**config.mk**
```make
export PLATFORM = sky130hd
export DESIGN_NAME = pwm_capture_flat
export DESIGN_NICKNAME = d
export VERILOG_FILES = /design/src/rtl/pwm_capture_if.sv /design/src/rtl/pwm_capture.sv /design/src/flat_wrapper.sv
export SDC_FILE = /design/constraint.sdc
export NUM_CORES = 1
export LEC_CHECK = 0
export ABC_CLOCK_PERIOD_IN_PS = 3600
export BUFFER_PORTS_ARGS = -buffer_cell sky130_fd_sc_hd__buf_2
export CAP_MARGIN = 10
export CORE_MARGIN = 5
export CORE_UTILIZATION = 59
export DETAILED_ROUTE_END_ITERATION = 6
export PLACE_DENSITY = 0.78
export SYNTH_ARGS = -nofsm -noshare
export SYNTH_HDL_FRONTEND = slang
export SYNTH_SLANG_ARGS = --single-unit
```
**constraint.sdc**
```tcl
create_clock -name clk -period 3.6 [get_ports clk]
set_clock_uncertainty 0.15 [all_clocks]
set_input_delay 0.72 -clock clk [delete_from_list [all_inputs] [get_ports clk]]
set_output_delay 0.72 -clock clk [all_outputs]
set_load 0.02 [all_outputs]
```
**src/rtl/pwm_capture_if.sv**
```systemverilog
// pwm_capture_if: control inputs and measurement results of the PWM capture block
interface pwm_capture_if;
    logic        en;
    logic [31:0] timeout;
    logic        pwm_in;
    logic [31:0] period;
    logic [31:0] duty_cycle;
    logic        valid;
    logic        stalled;
    logic        stuck_level;

    modport master (
        output en, timeout, pwm_in,
        input  period, duty_cycle, valid, stalled, stuck_level
    );

    modport slave (
        input  en, timeout, pwm_in,
        output period, duty_cycle, valid, stalled, stuck_level
    );
endinterface

```
**src/rtl/pwm_capture.sv**
```systemverilog
// pwm_capture: measures PWM period/high time rise-to-rise with stall detection; PWM_CAPTURE_DEGLITCH_EN adds an input deglitch filter
module pwm_capture #(
    parameter int SYNC_STAGES     = 2,
    parameter int DEGLITCH_CYCLES = 4
) (
    input logic          clk,
    input logic          rst,
    pwm_capture_if.slave bus
);
    typedef enum logic [1:0] {SEEK, HIGH, LOW, STALL} state_t;

    localparam logic [31:0] MAX = '1;

    state_t                 state, state_n;
    logic [SYNC_STAGES-1:0] sync;
    logic                   s, s_d, rise, fall, stall_hit, clr;
    logic [31:0]            per_cnt, hi_cnt, idle_cnt;

    if (SYNC_STAGES < 2 || DEGLITCH_CYCLES < 1) begin : g_bad_param
        $error("pwm_capture: SYNC_STAGES must be >= 2 and DEGLITCH_CYCLES >= 1");
    end

    function automatic logic [31:0] inc(input logic [31:0] v);
        return (v == MAX) ? v : v + 32'd1;
    endfunction

    // synchronizer chain; only rst clears it so en=0 keeps tracking the line
    always_ff @(posedge clk)
        sync <= rst ? '0 : {sync[SYNC_STAGES-2:0], bus.pwm_in};

`ifdef PWM_CAPTURE_DEGLITCH_EN
    localparam int CW = $clog2(DEGLITCH_CYCLES + 1);

    logic [CW-1:0] run;
    logic          filt;

    // filt follows the synchronized line only after it has disagreed for DEGLITCH_CYCLES cycles in a row
    always_ff @(posedge clk)
        if (rst) begin
            filt <= 1'b0;
            run  <= '0;
        end else if (sync[SYNC_STAGES-1] == filt) begin
            run <= '0;
        end else if (run == CW'(DEGLITCH_CYCLES - 1)) begin
            filt <= sync[SYNC_STAGES-1];
            run  <= '0;
        end else begin
            run <= run + 1'b1;
        end

    assign s = filt;
`else
    assign s = sync[SYNC_STAGES-1];
`endif

    // edge history runs with the synchronizer so re-enabling never invents an edge
    always_ff @(posedge clk)
        s_d <= rst ? 1'b0 : s;

    assign rise      = s & ~s_d;
    assign fall      = ~s & s_d;
    assign clr       = rst | ~bus.en;
    assign stall_hit = (bus.timeout != 32'd0) && (idle_cnt == bus.timeout) && !rise && !fall;

    // state register
    always_ff @(posedge clk)
        state <= clr ? SEEK : state_n;

    // next state: an edge always beats a timeout hit
    always_comb begin
        state_n = state;
        case (state)
            SEEK:    state_n = rise ? HIGH : stall_hit ? STALL : SEEK;
            HIGH:    state_n = fall ? LOW  : stall_hit ? STALL : HIGH;
            LOW:     state_n = rise ? HIGH : stall_hit ? STALL : LOW;
            default: state_n = rise ? HIGH : fall ? SEEK : STALL;
        endcase
    end

    // counters and published results
    always_ff @(posedge clk)
        if (clr) begin
            per_cnt         <= '0;
            hi_cnt          <= '0;
            idle_cnt        <= '0;
            bus.period      <= '0;
            bus.duty_cycle  <= '0;
            bus.valid       <= 1'b0;
            bus.stalled     <= 1'b0;
            bus.stuck_level <= 1'b0;
        end else begin
            bus.valid <= 1'b0;
            idle_cnt  <= (rise | fall) ? '0 : inc(idle_cnt);
            if (state != STALL && stall_hit) begin
                bus.stalled     <= 1'b1;
                bus.stuck_level <= s;
                bus.period      <= '0;
                bus.duty_cycle  <= '0;
            end else if (rise) begin
                if (state == LOW) begin
                    bus.period     <= per_cnt;
                    bus.duty_cycle <= hi_cnt;
                    bus.valid      <= 1'b1;
                end
                if (state == STALL) bus.stalled <= 1'b0;
                per_cnt <= 32'd1;
                hi_cnt  <= 32'd1;
            end else if (state == STALL) begin
                if (fall) bus.stalled <= 1'b0;
            end else if (state == HIGH) begin
                per_cnt <= inc(per_cnt);
                if (!fall) hi_cnt <= inc(hi_cnt);
            end else if (state == LOW) begin
                per_cnt <= inc(per_cnt);
            end
        end
endmodule

```
**src/flat_wrapper.sv**
```systemverilog
// flat-port wrapper written by rule: the top's interface ports become plain ports
module pwm_capture_flat 
#(
    parameter int SYNC_STAGES     = 2,
    parameter int DEGLITCH_CYCLES = 4
)
  (clk, rst, bus_en, bus_timeout, bus_pwm_in, bus_period, bus_duty_cycle, bus_valid, bus_stalled, bus_stuck_level);
  pwm_capture_if bus_i ();
  input logic clk;
  input logic rst;
  input wire logic [$bits(bus_i.en)-1:0] bus_en;
  input wire logic [$bits(bus_i.timeout)-1:0] bus_timeout;
  input wire logic [$bits(bus_i.pwm_in)-1:0] bus_pwm_in;
  output wire logic [$bits(bus_i.period)-1:0] bus_period;
  output wire logic [$bits(bus_i.duty_cycle)-1:0] bus_duty_cycle;
  output wire logic [$bits(bus_i.valid)-1:0] bus_valid;
  output wire logic [$bits(bus_i.stalled)-1:0] bus_stalled;
  output wire logic [$bits(bus_i.stuck_level)-1:0] bus_stuck_level;
  assign bus_i.en = bus_en;
  assign bus_i.timeout = bus_timeout;
  assign bus_i.pwm_in = bus_pwm_in;
  assign bus_period = bus_i.period;
  assign bus_duty_cycle = bus_i.duty_cycle;
  assign bus_valid = bus_i.valid;
  assign bus_stalled = bus_i.stalled;
  assign bus_stuck_level = bus_i.stuck_level;
  pwm_capture #(.SYNC_STAGES(SYNC_STAGES), .DEGLITCH_CYCLES(DEGLITCH_CYCLES)) u_core (.clk(clk), .rst(rst), .bus(bus_i));
endmodule
```
Yosys cells after proc, flatten, opt, wreduce, memory -nomap -nowiden --
Cells that the tools add are included.
Operators by class: $add $sub $neg 3, eq/ne operators 11, multiplexer cells 25, bitwise gates (word level) 9, reduce and logical (&&, ||, !) cells 19
Operators by type and width (number):
- $mux W32 | 10
- $add A32 B1 Y32 const B | 3
- $eq A32 B32 Y1 const B | 3
- $eq A32 B32 Y1 | 1
- $reduce_bool A32 Y1 | 1
- $mux W2 | 7
- $mux W1 | 7
- $ne A2 B1 Y1 const B | 3
- $pmux W2 S3 | 1
- $reduce_bool A3 Y1 | 2
- $not A1 Y1 | 5
- $reduce_and A5 Y1 | 1
- $eq A2 B2 Y1 const B | 2
- $logic_and A1 B1 Y1 | 4
- $reduce_and A2 Y1 | 2
- $reduce_bool A2 Y1 | 2
- $reduce_or A2 Y1 | 2
- $reduce_and A3 Y1 | 1
- $reduce_or A3 Y1 | 1
- $and A1 B1 Y1 | 2
- $eq A2 B1 Y1 const B | 1
- $logic_not A1 Y1 | 2
- $logic_not A2 Y1 | 1
- $ne A2 B2 Y1 const B | 1
- $or A1 B1 Y1 | 2
Storage, ports and cells: register bits after elaboration 168, input port bits 36, output and inout port bits 67, word-level logic and storage cells 78

Longest topological paths before layout --
Gate-level depths: netlist of the first run.
word-level depth 8, mapped depth 9, mapped depth without buffers 8

Least setup slack after synthesis of the first run --
No wires, ideal clock.
kind input-to-reg, start input port bus_timeout[5], end register u_core.bus.duty_cycle[0], setup time 0.116 ns, data arrival time 2.498 ns, data required time 3.334 ns, setup slack 0.836 ns, stages on the path 8, buffers on the path 2, cell sequence xnor2_1 nand4_1 or4_4 or4_1 buf_4 nand2_8 buf_6 a21oi_1
On the way: cells in the longest elaborated chain, start to end 6, elaborated cells on any way between the ends 7, those cells by class eq/ne: 1; reduce/logical: 6
RTL lines:
- start, declared | line flat_wrapper.sv:12 | input wire logic [$bits(bus_i.timeout)-1:0] bus_timeout;
- $eq A32 B32 Y1 or $reduce_bool A32 Y1 (tied branches) | line pwm_capture.sv:63 | assign stall_hit = (bus.timeout != 32'd0) && (idle_cnt == bus.timeout) && !rise && !fall;
- $logic_and A1 B1 Y1 * (3 in a row) | line pwm_capture.sv:63
- $logic_and A1 B1 Y1 * | line pwm_capture.sv:94 | if (state != STALL && stall_hit) begin
- $reduce_or A2 Y1 (no line) *
- end signal, assigned | line pwm_capture.sv:102 | bus.duty_cycle <= hi_cnt;
- end, declared | line pwm_capture_if.sv:19 | output period, duty_cycle, valid, stalled, stuck_level
Every way passes the cells marked *; elsewhere a longest branch is shown, timed or not. A chain may end at the register's enable or synchronous reset.

Worst setup path in the final report of the first run --
start register u_core.idle_cnt[18], end register u_core.bus.duty_cycle[9]
On the way: cells in the longest elaborated chain, start to end 6
RTL lines:
- start, declared | line pwm_capture.sv:17 | logic [31:0] per_cnt, hi_cnt, idle_cnt;
- start signal, assigned | line pwm_capture.sv:93 | idle_cnt <= (rise | fall) ? '0 : inc(idle_cnt);
- $eq A32 B32 Y1 | line pwm_capture.sv:63
- $logic_and A1 B1 Y1 (3 in a row) | line pwm_capture.sv:63
- $logic_and A1 B1 Y1 | line pwm_capture.sv:94
- $reduce_or A2 Y1 (no line)
No other way between the ends.

==> metrics.md, run 1 <==
| Metric | Value |
|---|---|
| Final Hold Vio Count | 0 |
| # resized after CTS | 0 |
| Grt ovf | 0 |
| Slew @ Worst Pin | approximately 0.78 ns |
| Via density | between 6 and 7 |
| Leak Pwr | 3.18 nW |
| Worst endpoint data arrival time | between 3 and 4 ns |
| Sequential share of power | 48.1% |
| Clock tree sinks | between 150 and 200 |
| Io pins | 103 |
| RSZ-0062 raised after global routing | false |
| Sequential cell area | 3360 um^2 |
| N_diodes | 0 |
| Post-synthesis sequential area ratio | 38.8% |
| NumNets Final | 1196 |
| Post-CTS setup buffer count | 0 |
| Peak supply drop | 361 uV |
| Number of flops mapped to enable cells by yosys | 0 |
| Area leader, netlist | dfxtp_1 |
| Most used flip-flop cell after synthesis | dfxtp_1 |
| Hold Crit Class | flip-flop to flip-flop |
| Max frequency | 338 MHz |
| Final TNS setup | 0 ns |
| Critical Path RT | 3.75 ns |
| Vias | 8472 |
| Status | finished clean |
| Most common cell in the synthesized netlist | nand2_1 |
| Final period utilization | 82.1% |
| Switching Fraction | 22.3% |
| Layout area overhead | 13.4% |
| Initial Utilization | 59.9% |
| Die width | 131 um |
| Total Routing Usage GR | 25.5% |
| I/O Buffers | 102 |
| Worst-skew pair later-pin latency | ~0.43 ns |
| Clock Pin Slew Worst Setup and Hold Paths | 0.07 ns |
| # setup viols final | 0 |
| Max clock buf depth | 2 |
| Die Ht | 131 um |
| CTS buffer count | 17 |
| Post-synth top cells | nand2_1 (194), dfxtp_1 (168), a21oi_1 (116) |
| Core area | 14500 um^2 |
| Min Clock Period, post-route | 2.96 ns |
| CTS tree | yes |
| Endpoint class of the critical path | flip-flop |
| Switching power | 0.866 mW |
| Relative slew slack | roughly 48% |
| Number of max-cap violations | 0 |
| Routed WL per cell | 16.6 um |
| Pin count of the biggest net entering global routing | 67 |
| Initial antenna violation count | 0 |
| 1st-pass router iterations | 5 |
| Dpl hpwl | 15.1 mm |
| CP Class | flip-flop to flip-flop |
| Multi-input logic area | around 4900 um^2 |
| Clock Power Share | 47.7% |
| RD Place Congestion | 0.952 |
| Top-area cell type share of the netlist area | around two fifths |
| Depth of the CTS H-tree | 4 |
| Post-synth cell types | between 60 and 70 |
| Fillers | between 1k and 1.5k |
| # hold bufs at CTS | 0 |
| DRT antenna net count | 0 |
| Vias in the first global route | 7948 |
| Rows | 44 |
| Post-Syn Area | 8670 um^2 |
| Internal | ~3 mW |
| Number of remaining DRC errors | 0 |
| Logic pwr share | 4.3% |
| Synth area leaders | dfxtp_1 (39%), nand2_1 (8.4%), a21oi_1 (6.7%) |
| Final Total Pwr | 3.88 mW |
| FFs w/ async S/R, synth | 0% |
| Initial detailed-routing violation count | between 800 and 900 |
| CP Launch Type | flip-flop |
| Syn_nets | 1136 |
| Seq cells post-synth | 168 |
| Total length of routed wires | 22.3 mm |
| Ys Warns | 0 |
| Syn Area/Cell | roughly 8.0 um^2 |
| First-pass GRT wire length | 38.1 mm |
| Root buffer cell | clkbuf_16 |
| Fraction of layout cells with a size suffix above 1 | 14.7% |
| Cell Pwr Density | 395 nW/um^2 |
| Die area | 17200 um^2 |
| Max Fanout on Critical Path | 64 |
| Syn Inst Count | 1090 |
| Slew Limit Fails | 0 |
==> critical path: stages, from the launching register on <==
cell	delay, ns
dfxtp_1	0.45
xnor2_1	0.18
nand4_1	0.12
or4_4	0.58
or4_1	0.79
nand2_8	0.45
a21oi_1	0.08
==> cells by family after synthesis <==
group,Yosys count,share of synthesized area (%)
simple gates,492,28.7
compound gates,274,20.8
flops,168,38.8
buf+inv,94,4.98
xor+xnor,51,5.15
fa+ha+maj,10,1.44
mux,1,0.115
==> cell usage in the layout, fill, tap and decap left out, types with 18 or more instances in the layout <==
master    instances
o41ai_1          21
dfxtp_1         168
nor2_1           63
xnor2_1          50
and3_1           20
buf_2           102
a21oi_1         116
nand4_1          35
o21ai_0          22
or4_1            18
nand3_1          56
nand2_1         193
a31oi_1          20
o311ai_0         27
==> flip-flops by register name (all words and copies together), names as in the netlist <==
register and count:
u_core.per_cnt 32, u_core.s_d 1, u_core.sync 2, u_core.bus.duty_cycle 32, u_core.bus.valid 1, u_core.idle_cnt 32, u_core.hi_cnt 32, u_core.bus.period 32
u_core.bus.stuck_level 1, u_core.state 2, u_core.bus.stalled 1
==> area by class of cell <==
type	instances	share of cell area, %
timing repair buffer	120	6.83
sequential	168	34.2
inverter	15	0.573
tap	184	2.34
clock buffer	23	4.97
multi-input combinational	828	49.9
clock inverter	9	1.16
==> stage by stage <==
step	hold slack (ns)	std cells	utilization (%)	cell area, um^2	setup WS, ns
2_1_floorplan	0.264	1090	-	8670	0.836
3_3_place_gp	0.272	1315	63.7	9220	0.264
3_5_place_dp	0.287	1315	63.7	9220	0.225
4_1_cts	0.302	1347	67.9	9830	0.651
5_1_grt	0.314	1347	67.9	9830	0.451
6_report	0.299	1347	67.9	9830	0.644
==> final timing paths <==
path | from | to | slack, ns | cells after the start
setup / recovery | u_core.idle_cnt[18]$_SDFFE_PP0P_ | u_core.bus.duty_cycle[9]$_SDFFE_PP0P_ | 0.64 | 6
hold / removal | u_core.bus.period[16]$_SDFFE_PP0P_ | u_core.bus.period[16]$_SDFFE_PP0P_ | 0.30 | 2
setup reg to reg | u_core.idle_cnt[18]$_SDFFE_PP0P_ | u_core.bus.duty_cycle[9]$_SDFFE_PP0P_ | 0.64 | 6
hold reg to reg | u_core.bus.period[16]$_SDFFE_PP0P_ | u_core.bus.period[16]$_SDFFE_PP0P_ | 0.30 | 2
==> layer usage <==
metal	part of all wire (%)	routed length [um]	vias up	global-route usage, %
met1	45	10000	3990	33.8
met2	47	10500	290	41.5
met5	0	0	-	0
met3	6.3	1400	42	5.85
met4	1.9	433	0	8.20
li1	-	-	4150	-
==> power by group through the flow <==
stage | clock network [mW] | logic [mW] | registers (mW)
after floorplan | 0 | 0.107 | 1.91
after global placement | 0 | 0.163 | 1.91
after detailed placement | 0 | 0.164 | 1.91
after CTS | 1.86 | 0.165 | 1.87
after global routing | 1.95 | 0.182 | 1.87
final | 1.85 | 0.165 | 1.87
Note: power is estimated with default switching activity, not from simulation.
==> inputs of run 2 (changes only) <==
--- a/config.mk
+++ b/config.mk
@@ -5,7 +5,7 @@
 export SDC_FILE = /design/constraint.sdc
 export NUM_CORES = 1
 export LEC_CHECK = 0
-export ABC_CLOCK_PERIOD_IN_PS = 3600
+export ABC_CLOCK_PERIOD_IN_PS = 2950
 export BUFFER_PORTS_ARGS = -buffer_cell sky130_fd_sc_hd__buf_2
 export CAP_MARGIN = 10
 export CORE_MARGIN = 5
==> constraint.sdc (replaced) <==
create_clock -name clk -period 2.95 [get_ports clk]
set_clock_uncertainty 0.15 [all_clocks]
set_input_delay 0.59 -clock clk [delete_from_list [all_inputs] [get_ports clk]]
set_output_delay 0.59 -clock clk [all_outputs]
set_load 0.02 [all_outputs]
==> run 2 against run 1 <==
  * Wire length up 1.9%
  * Worst setup slack worse by 0.35 ns
  * Cell area rose by 3.3%
  * Clock power is 29% higher
  * Critical path depth is 1 higher
==> metrics.md, run 2 (same netlist as run 1, synthesis figures left out) <==
| Metric | Value |
|---|---|
| Fillers | 1197 (-3.6%) |
| Fraction of layout cells with a size suffix above 1 | 16.6% (+1.9 points) |
| Layout area overhead | 17.1% |
| Final TNS setup | 0 ns (unchanged) |
| 1st-pass router iterations | 6 (+1) |
| Max clock buf depth | 2 (unchanged) |
| Vias in the first global route | 7766 (-2.3%) |
| Post-route cell area | 10100 um^2 (+3.3%) |
| CP max stage delay | 0.48 ns (-0.31 ns) |
| Worst reg-to-reg path cell count | 7 (+1) |
| Slowest cell on crit path | or3_1 |
| Worst Hold Slack | 0.267 ns (-0.0324 ns) |
| CP Class | flip-flop to flip-flop |
| Root buffer cell | clkbuf_16 |
| Leak Pwr | 3.36 nW (+5.4%) |
| Rows | 44 (unchanged) |
| # setup viols final | 0 (unchanged) |
| CP Launch Type | flip-flop |
| Number of max-cap violations | 0 (unchanged) |
| Routed WL per cell | 16.6 um (about the same) |
| # hold bufs at CTS | 0 (unchanged) |
| Slew Limit Fails | 0 (unchanged) |
| Commonest non-fill, non-tap cell in the layout | nand2_1 |
| GRT met2 Usage | 41.5% (about the same) |
| Worst-skew pair later-pin latency | 0.43 ns (about the same) |
| Depth of the worst hold-timing path | 2 (unchanged) |
| Vias | 8650 (+2.1%) |
| Clock tree sinks | 168 (unchanged) |
| Die Ht | 131 um (unchanged) |
| Grt ovf | 0 (unchanged) |
| Die area | 17200 um^2 (unchanged) |
| Depth of the CTS H-tree | 4 (unchanged) |
| GRT met3 Usage | 5.16% (-0.69 points) |
| Cell Chain, Critical Path | ha_1 > nand2b_1 > or3_1 > nor4_2 > nand2_1 > or4b_1 > a31oi_1 |
| First-pass GRT wire length | 37.9 mm (-0.40%) |
| Relative slew slack | 53.5% (+5.8 points) |
| Number of remaining DRC errors | 0 (unchanged) |
| RD Place Congestion | 0.918 (-3.6%) |
| Endpoint class of the critical path | flip-flop |
| CTS buffer count | 17 (unchanged) |
| Cell Pwr Density | 482 nW/um^2 (+22%) |
| Initial antenna violation count | 0 (unchanged) |
| N_diodes | 0 (unchanged) |
| Worst endpoint data arrival time | 2.86 ns (-0.25 ns) |
| CTS tree | yes |
| Hold Crit Class | primary input to flip-flop |
| DRT antenna net count | 0 (unchanged) |
| Placed inst area | 9510 um^2 (+3.1%) |
| NumNets Final | 1221 (+2.1%) |
| RSZ-0062 raised after global routing | false |
| Core area | 14500 um^2 (unchanged) |
| Final period utilization | 90.1% (+8.0 points) |
| Initial detailed-routing violation count | 1007 (+19%) |
| Die width | 131 um (unchanged) |
| Dpl hpwl | 15.7 mm (+4.1%) |
| I/O Buffers | 102 (unchanged) |
| Min Clock Period, post-route | 2.66 ns (-0.299 ns) |
| Clock Pin Slew Worst Setup and Hold Paths | 0.06 ns (about the same) |
| Most frequent cells in the layout | nand2_1 (193), dfxtp_1 (168), a21oi_1 (116), buf_2 (102), nor2_1 (63) |
| # resized after CTS | 0 (unchanged) |
| Slew @ Worst Pin | 0.697 ns (-0.0795 ns) |
| Pin count of the biggest net entering global routing | 54 (-19%) |
| Peak supply drop | 386 uV (+6.9%) |
| Via density | 6.30 (+0.24%) |
| Post-CTS setup buffer count | 0 (unchanged) |
| M1 GR Usage | 33.8% (+0.055 points) |
| Initial Utilization | 59.9% (unchanged) |
| Critical Path RT | 3.16 ns (-0.59 ns) |
| Max frequency | 376 MHz (+11%) |
| Total Routing Usage GR | 25.4% (-0.11 points) |
| Io pins | 103 (unchanged) |
| GR peak layer | met2 |
| Final Hold Vio Count | 0 (unchanged) |
| Total length of routed wires | 22.8 mm (+1.9%) |
| Status | finished clean |
| Max Fanout on Critical Path | 9 (-86%) |
run 2: power breakdown:
group / leakage (nW) / switching, mW / internal (mW)
logic: 1.71 / 0.140 / 0.0829
registers: 1.35 / 0.00574 / 2.27
clock network: 0.297 / 0.938 / 1.45
total: 3.36 / 1.08 / 3.81
run 2: cell type report:
cell class	count	area (um^2)	area share [%]
sequential	168	3360	33.1
timing repair buffer	145	958	9.44
clock inverter	13	194	1.91
clock buffer	19	443	4.36
tap	184	230	2.27
inverter	15	56.3	0.555
multi-input combinational	828	4900	48.3
run 2: path summary, 6_finish.rpt:
| path | start | end | slack (ns) |
|---|---|---|---|
| worst max-delay path | u_core.state[0]$_SDFF_PP0_ | u_core.per_cnt[31]$_SDFFE_PP0P_ | 0.29 |
| worst min-delay path | bus_pwm_in | u_core.sync[0]$_SDFF_PP0_ | 0.27 |
| worst max register to register | u_core.state[0]$_SDFF_PP0_ | u_core.per_cnt[31]$_SDFFE_PP0P_ | 0.29 |
| worst min register to register | u_core.sync[0]$_SDFF_PP0_ | u_core.sync[1]$_SDFF_PP0_ | 0.30 |
run 2: worst max-delay path: cells and delay by family (launching register included):
family / cells / cell delay, ns
DFF: 1 / 0.33
adders and majority gates: 1 / 0.30
AOI/OAI and AO/OA: 1 / 0.17
and+or+nand+nor: 5 / 1.64
run 2: metal layers:
| metal | part of all wire [%] | vias to the layer above |
|---|---|---|
| met5 | 0 | - |
| met4 | 2.1 | 0 |
| met3 | 7.3 | 49 |
| met2 | 47 | 371 |
| met1 | 43 | 4031 |
| li1 | - | 4199 |
run 2: per-stage QoR:
| step | setup WS, ns | total power [mW] | std cells | utilization [%] |
|---|---|---|---|---|
| 2_1_floorplan | 0.316 | 2.46 | 1090 | - |
| 3_3_place_gp | 0.0416 | 2.55 | 1340 | 65.7 |
| 3_5_place_dp | -0.0108 | 2.55 | 1340 | 65.7 |
| 4_1_cts | 0.296 | 4.90 | 1372 | 70.1 |
| 5_1_grt | 0.0881 | 5.04 | 1372 | 70.1 |
| 6_report | 0.292 | 4.89 | 1372 | 70.1 |
==> inputs of run 3 (changes only) <==
--- a/config.mk
+++ b/config.mk
@@ -5,11 +5,12 @@
 export SDC_FILE = /design/constraint.sdc
 export NUM_CORES = 1
 export LEC_CHECK = 0
+export ABC_AREA = 1
 export ABC_CLOCK_PERIOD_IN_PS = 2950
 export BUFFER_PORTS_ARGS = -buffer_cell sky130_fd_sc_hd__buf_2
 export CAP_MARGIN = 10
 export CORE_MARGIN = 5
-export CORE_UTILIZATION = 59
+export CORE_UTILIZATION = 60
 export DETAILED_ROUTE_END_ITERATION = 6
 export PLACE_DENSITY = 0.78
 export SYNTH_ARGS = -nofsm -noshare
==> run 3 against run 2 <==
  * Worst setup slack better by 0.052 ns
  * Sequential power about the same
  * Critical path depth up 4
  * Core utilization down 0.75 points
  * First-iteration DRC count down 1.8%
  * Critical path type unchanged
  * Highest routed layer unchanged
==> metrics.md, run 3 <==
| Metric | Value |
|---|---|
| Status | finished clean |
| Syn Area/Cell | 6.10 um^2 (-23%) |
| CP Class | flip-flop to flip-flop |
| Main combinational cell family by area after synthesis | simple AND/OR/NAND/NOR gates |
| Final Hold Vio Count | 0 (unchanged) |
| Vias in the first global route | 9425 (+21%) |
| Post-Synth Adder-Cell Area | 1.28% (-0.16 points) |
| Clock Pin Slew Worst Setup and Hold Paths | 0.07 ns (about the same) |
| Post-synthesis mux area share | 0% (-0.12 points) |
| Grt ovf | 0 (unchanged) |
| # placed instances | 1879 (+40%) |
| First-pass GRT wire length | 45.4 mm (+20%) |
| Vias | 10.3k (+19%) |
| Crit path max-delay family | simple AND/OR/NAND/NOR gates |
| Post-route cell area | 11100 um^2 (+8.9%) |
| Number of flops mapped to enable cells by yosys | 0 (unchanged) |
| Number of max-cap violations | 0 (unchanged) |
| Max Fanout on Critical Path | 27 (+18) |
| Syn Inst Count | 1599 (+47%) |
| Die Ht | 138 um (+4.8%) |
| Commonest non-fill, non-tap cell in the layout | nand2_1 |
| Top-area cell type share of the netlist area | 34.5% (-4.3 points) |
| Root buffer cell | clkbuf_16 |
| Placed inst area | 10500 um^2 (+9.9%) |
| Layout area overhead | 13.3% |
| Post-synthesis sequential area ratio | 34.5% (-4.3 points) |
| Compound-Gate Fraction of Synth Area | 8.40% (-12 points) |
| Post-synth top cells | nand2_1 (402), nor2_1 (344), inv_1 (200) |
| Post-Syn Area | 9760 um^2 (+13%) |
| Min Clock Period, post-route | 2.61 ns (-0.0515 ns) |
| Synth area leaders | dfxtp_1 (34%), nand2_1 (15%), nor2_1 (13%) |
| XOR/XNOR Fraction of Synth Area | 3.59% (-1.6 points) |
| Most common cell in the synthesized netlist | nand2_1 |
| Worst endpoint data arrival time | 2.79 ns (-0.07 ns) |
| Number of remaining DRC errors | 0 (unchanged) |
| Post-CTS setup buffer count | 0 (unchanged) |
| Total length of routed wires | 27.7 mm (+22%) |
| Slowest cell on crit path | nor2_2 |
| Die area | 18900 um^2 (+9.9%) |
| Rows | 46 (+4.5%) |
| Total Routing Usage GR | 29.8% (+4.4 points) |
| Via density | 5.40 (-14%) |
| Io pins | 103 (unchanged) |
| I/O Buffers | 102 (unchanged) |
| # setup viols final | 0 (unchanged) |
| 1st-pass router iterations | 5 (-1) |
| Max frequency | 384 MHz (+2.0%) |
| Depth of the worst hold-timing path | 3 (+1) |
| Cell Chain, Critical Path | ha_1 > nand3_1 > nor2_1 > nand3_1 > nor2_1 > nand3_1 > nand2_1 > nor2_2 > nand3_4 > a21oi_1 > nor2_1 |
| Dpl hpwl | 20.2 mm (+29%) |
| Post-Layout Cell Count | 1912 (+39%) |
| Endpoint class of the critical path | flip-flop |
| Leak Pwr | 4.81 nW (+43%) |
| Cell Pwr Density | 437 nW/um^2 (-9.3%) |
| Clock tree sinks | 168 (unchanged) |
| Syn_nets | 1645 (+45%) |
| N_diodes | 0 (unchanged) |
| Most used flip-flop cell after synthesis | dfxtp_1 |
| Hold Crit Class | primary input to flip-flop |
| Worst reg-to-reg path cell count | 11 (+4) |
| Initial detailed-routing violation count | 989 (-1.8%) |
| RSZ-0062 raised after global routing | false |
| DRT antenna net count | 0 (unchanged) |
| CTS tree | yes |
| Initial Utilization | 61.2% (+1.3 points) |
| Pin count of the biggest net entering global routing | 60 (+11%) |
| Slew Limit Fails | 0 (unchanged) |
| CTS buffer count | 17 (unchanged) |
| Worst-skew pair later-pin latency | 0.45 ns (+0.02 ns) |
| Slew @ Worst Pin | 0.661 ns (-0.0362 ns) |
| Relative slew slack | 55.9% (+2.4 points) |
| Post-placement setup slack | 0.0211 ns (+0.0319 ns) |
| PnR worst setup slack | 0.344 ns (+0.0515 ns) |
| Core area | 15900 um^2 (+10%) |
| Post-synth cell types | 39 (-43%) |
| NumNets Final | 1729 (+42%) |
| Initial antenna violation count | 0 (unchanged) |
| Routed WL per cell | 14.5 um (-13%) |
| Seq cells post-synth | 168 (unchanged) |
| Ys Warns | 0 (unchanged) |
| Final period utilization | 88.3% (-1.7 points) |
| # hold bufs at CTS | 0 (unchanged) |
| RD Place Congestion | 0.957 (+4.2%) |
| Fraction of layout cells with a size suffix above 1 | 11.3% (-5.3 points) |
| Area leader, netlist | dfxtp_1 |
| CP Launch Type | flip-flop |
| Synth Area in Simple Gates | 41.0% (+12 points) |
| Die width | 138 um (+4.8%) |
| Final core utilization | 69.3% (-0.75 points) |
| FFs w/ async S/R, synth | 0% (unchanged) |
| Buffer and inverter count on the worst path | 0 (unchanged) |
| Critical Path RT | 3.14 ns (-0.02 ns) |
| # resized after CTS | 0 (unchanged) |
| Fillers | 1478 (+23%) |
| CP max stage delay | 0.47 ns (about the same) |
| Final TNS setup | 0 ns (unchanged) |
| WP depth | 11 (+4) |
| Depth of the CTS H-tree | 4 (unchanged) |
| Max clock buf depth | 2 (unchanged) |
| Peak supply drop | 450 uV (+17%) |
| Most frequent cells in the layout | nand2_1 (401), nor2_1 (342), inv_1 (200), dfxtp_1 (168), a21oi_1 (106) |
[run 3: cell type report]
cell class / instances / area [um^2] / share of cell area [%]
Inverter: 213 / 801 / 7.24
Tap cell: 216 / 270 / 2.44
Clock inverter: 15 / 153 / 1.38
Sequential cell: 168 / 3360 / 30.4
Multi-Input combinational cell: 1158 / 5330 / 48.3
Clock buffer: 17 / 425 / 3.85
Timing Repair Buffer: 125 / 708 / 6.41
[run 3: where the power goes]
| part | total, mW | switching (mW) | internal [mW] |
|---|---|---|---|
| Clock | 2.21 | 1.08 | 1.13 |
| Combinational | 0.313 | 0.210 | 0.102 |
| Sequential | 2.31 | 0.0234 | 2.29 |
| Total | 4.83 | 1.31 | 3.52 |
[run 3: per-stage QoR]
stage                     hold slack (ns)  power [mW]
after floorplan                     0.238        2.58
after global placement              0.258        2.66
after detailed placement            0.261        2.67
after CTS                           0.200        4.84
after global routing                0.221        4.98
final                               0.204        4.83
[run 3: cell families after synthesis]
family / Yosys count
and+or+nand+nor: 948
buffers and inverters: 274
adders and majority gates: 10
DFF: 168
AOI/OAI and AO/OA: 159
xor gates and xnor gates: 40
[run 3: worst paths after layout]
check                                     start                             end  slack [ns]
setup / recovery  u_core.hi_cnt[0]$_SDFFE_PP0P_  u_core.hi_cnt[16]$_SDFFE_PP0P_        0.34
hold / removal                       bus_pwm_in       u_core.sync[0]$_SDFF_PP0_        0.20
setup reg to reg  u_core.hi_cnt[0]$_SDFFE_PP0P_  u_core.hi_cnt[16]$_SDFFE_PP0P_        0.34
hold reg to reg       u_core.sync[0]$_SDFF_PP0_       u_core.sync[1]$_SDFF_PP0_        0.27
[run 3: routing by layer]
layer / routed length [um] / part of all wire [%] / vias to the layer above / track usage, %
met1: 12300 / 45 / 4679 / 40.6
met3: 2270 / 8.2 / 52 / 6.68
met4: 524 / 1.9 / 0 / 9.98
met5: 0 / 0 / - / 0
met2: 12500 / 45 / 398 / 46.7
li1: - / - / 5190 / -
[run 3: worst reg2reg max path: cells and delay by family, from the launching register on]
family                   cells  cell delay, ns
AND/OR/NAND/NOR              9            1.50
flip-flops                   1            0.33
AO/OA/AOI/OAI                1            0.27
adder cells (fa/ha/maj)      1            0.23
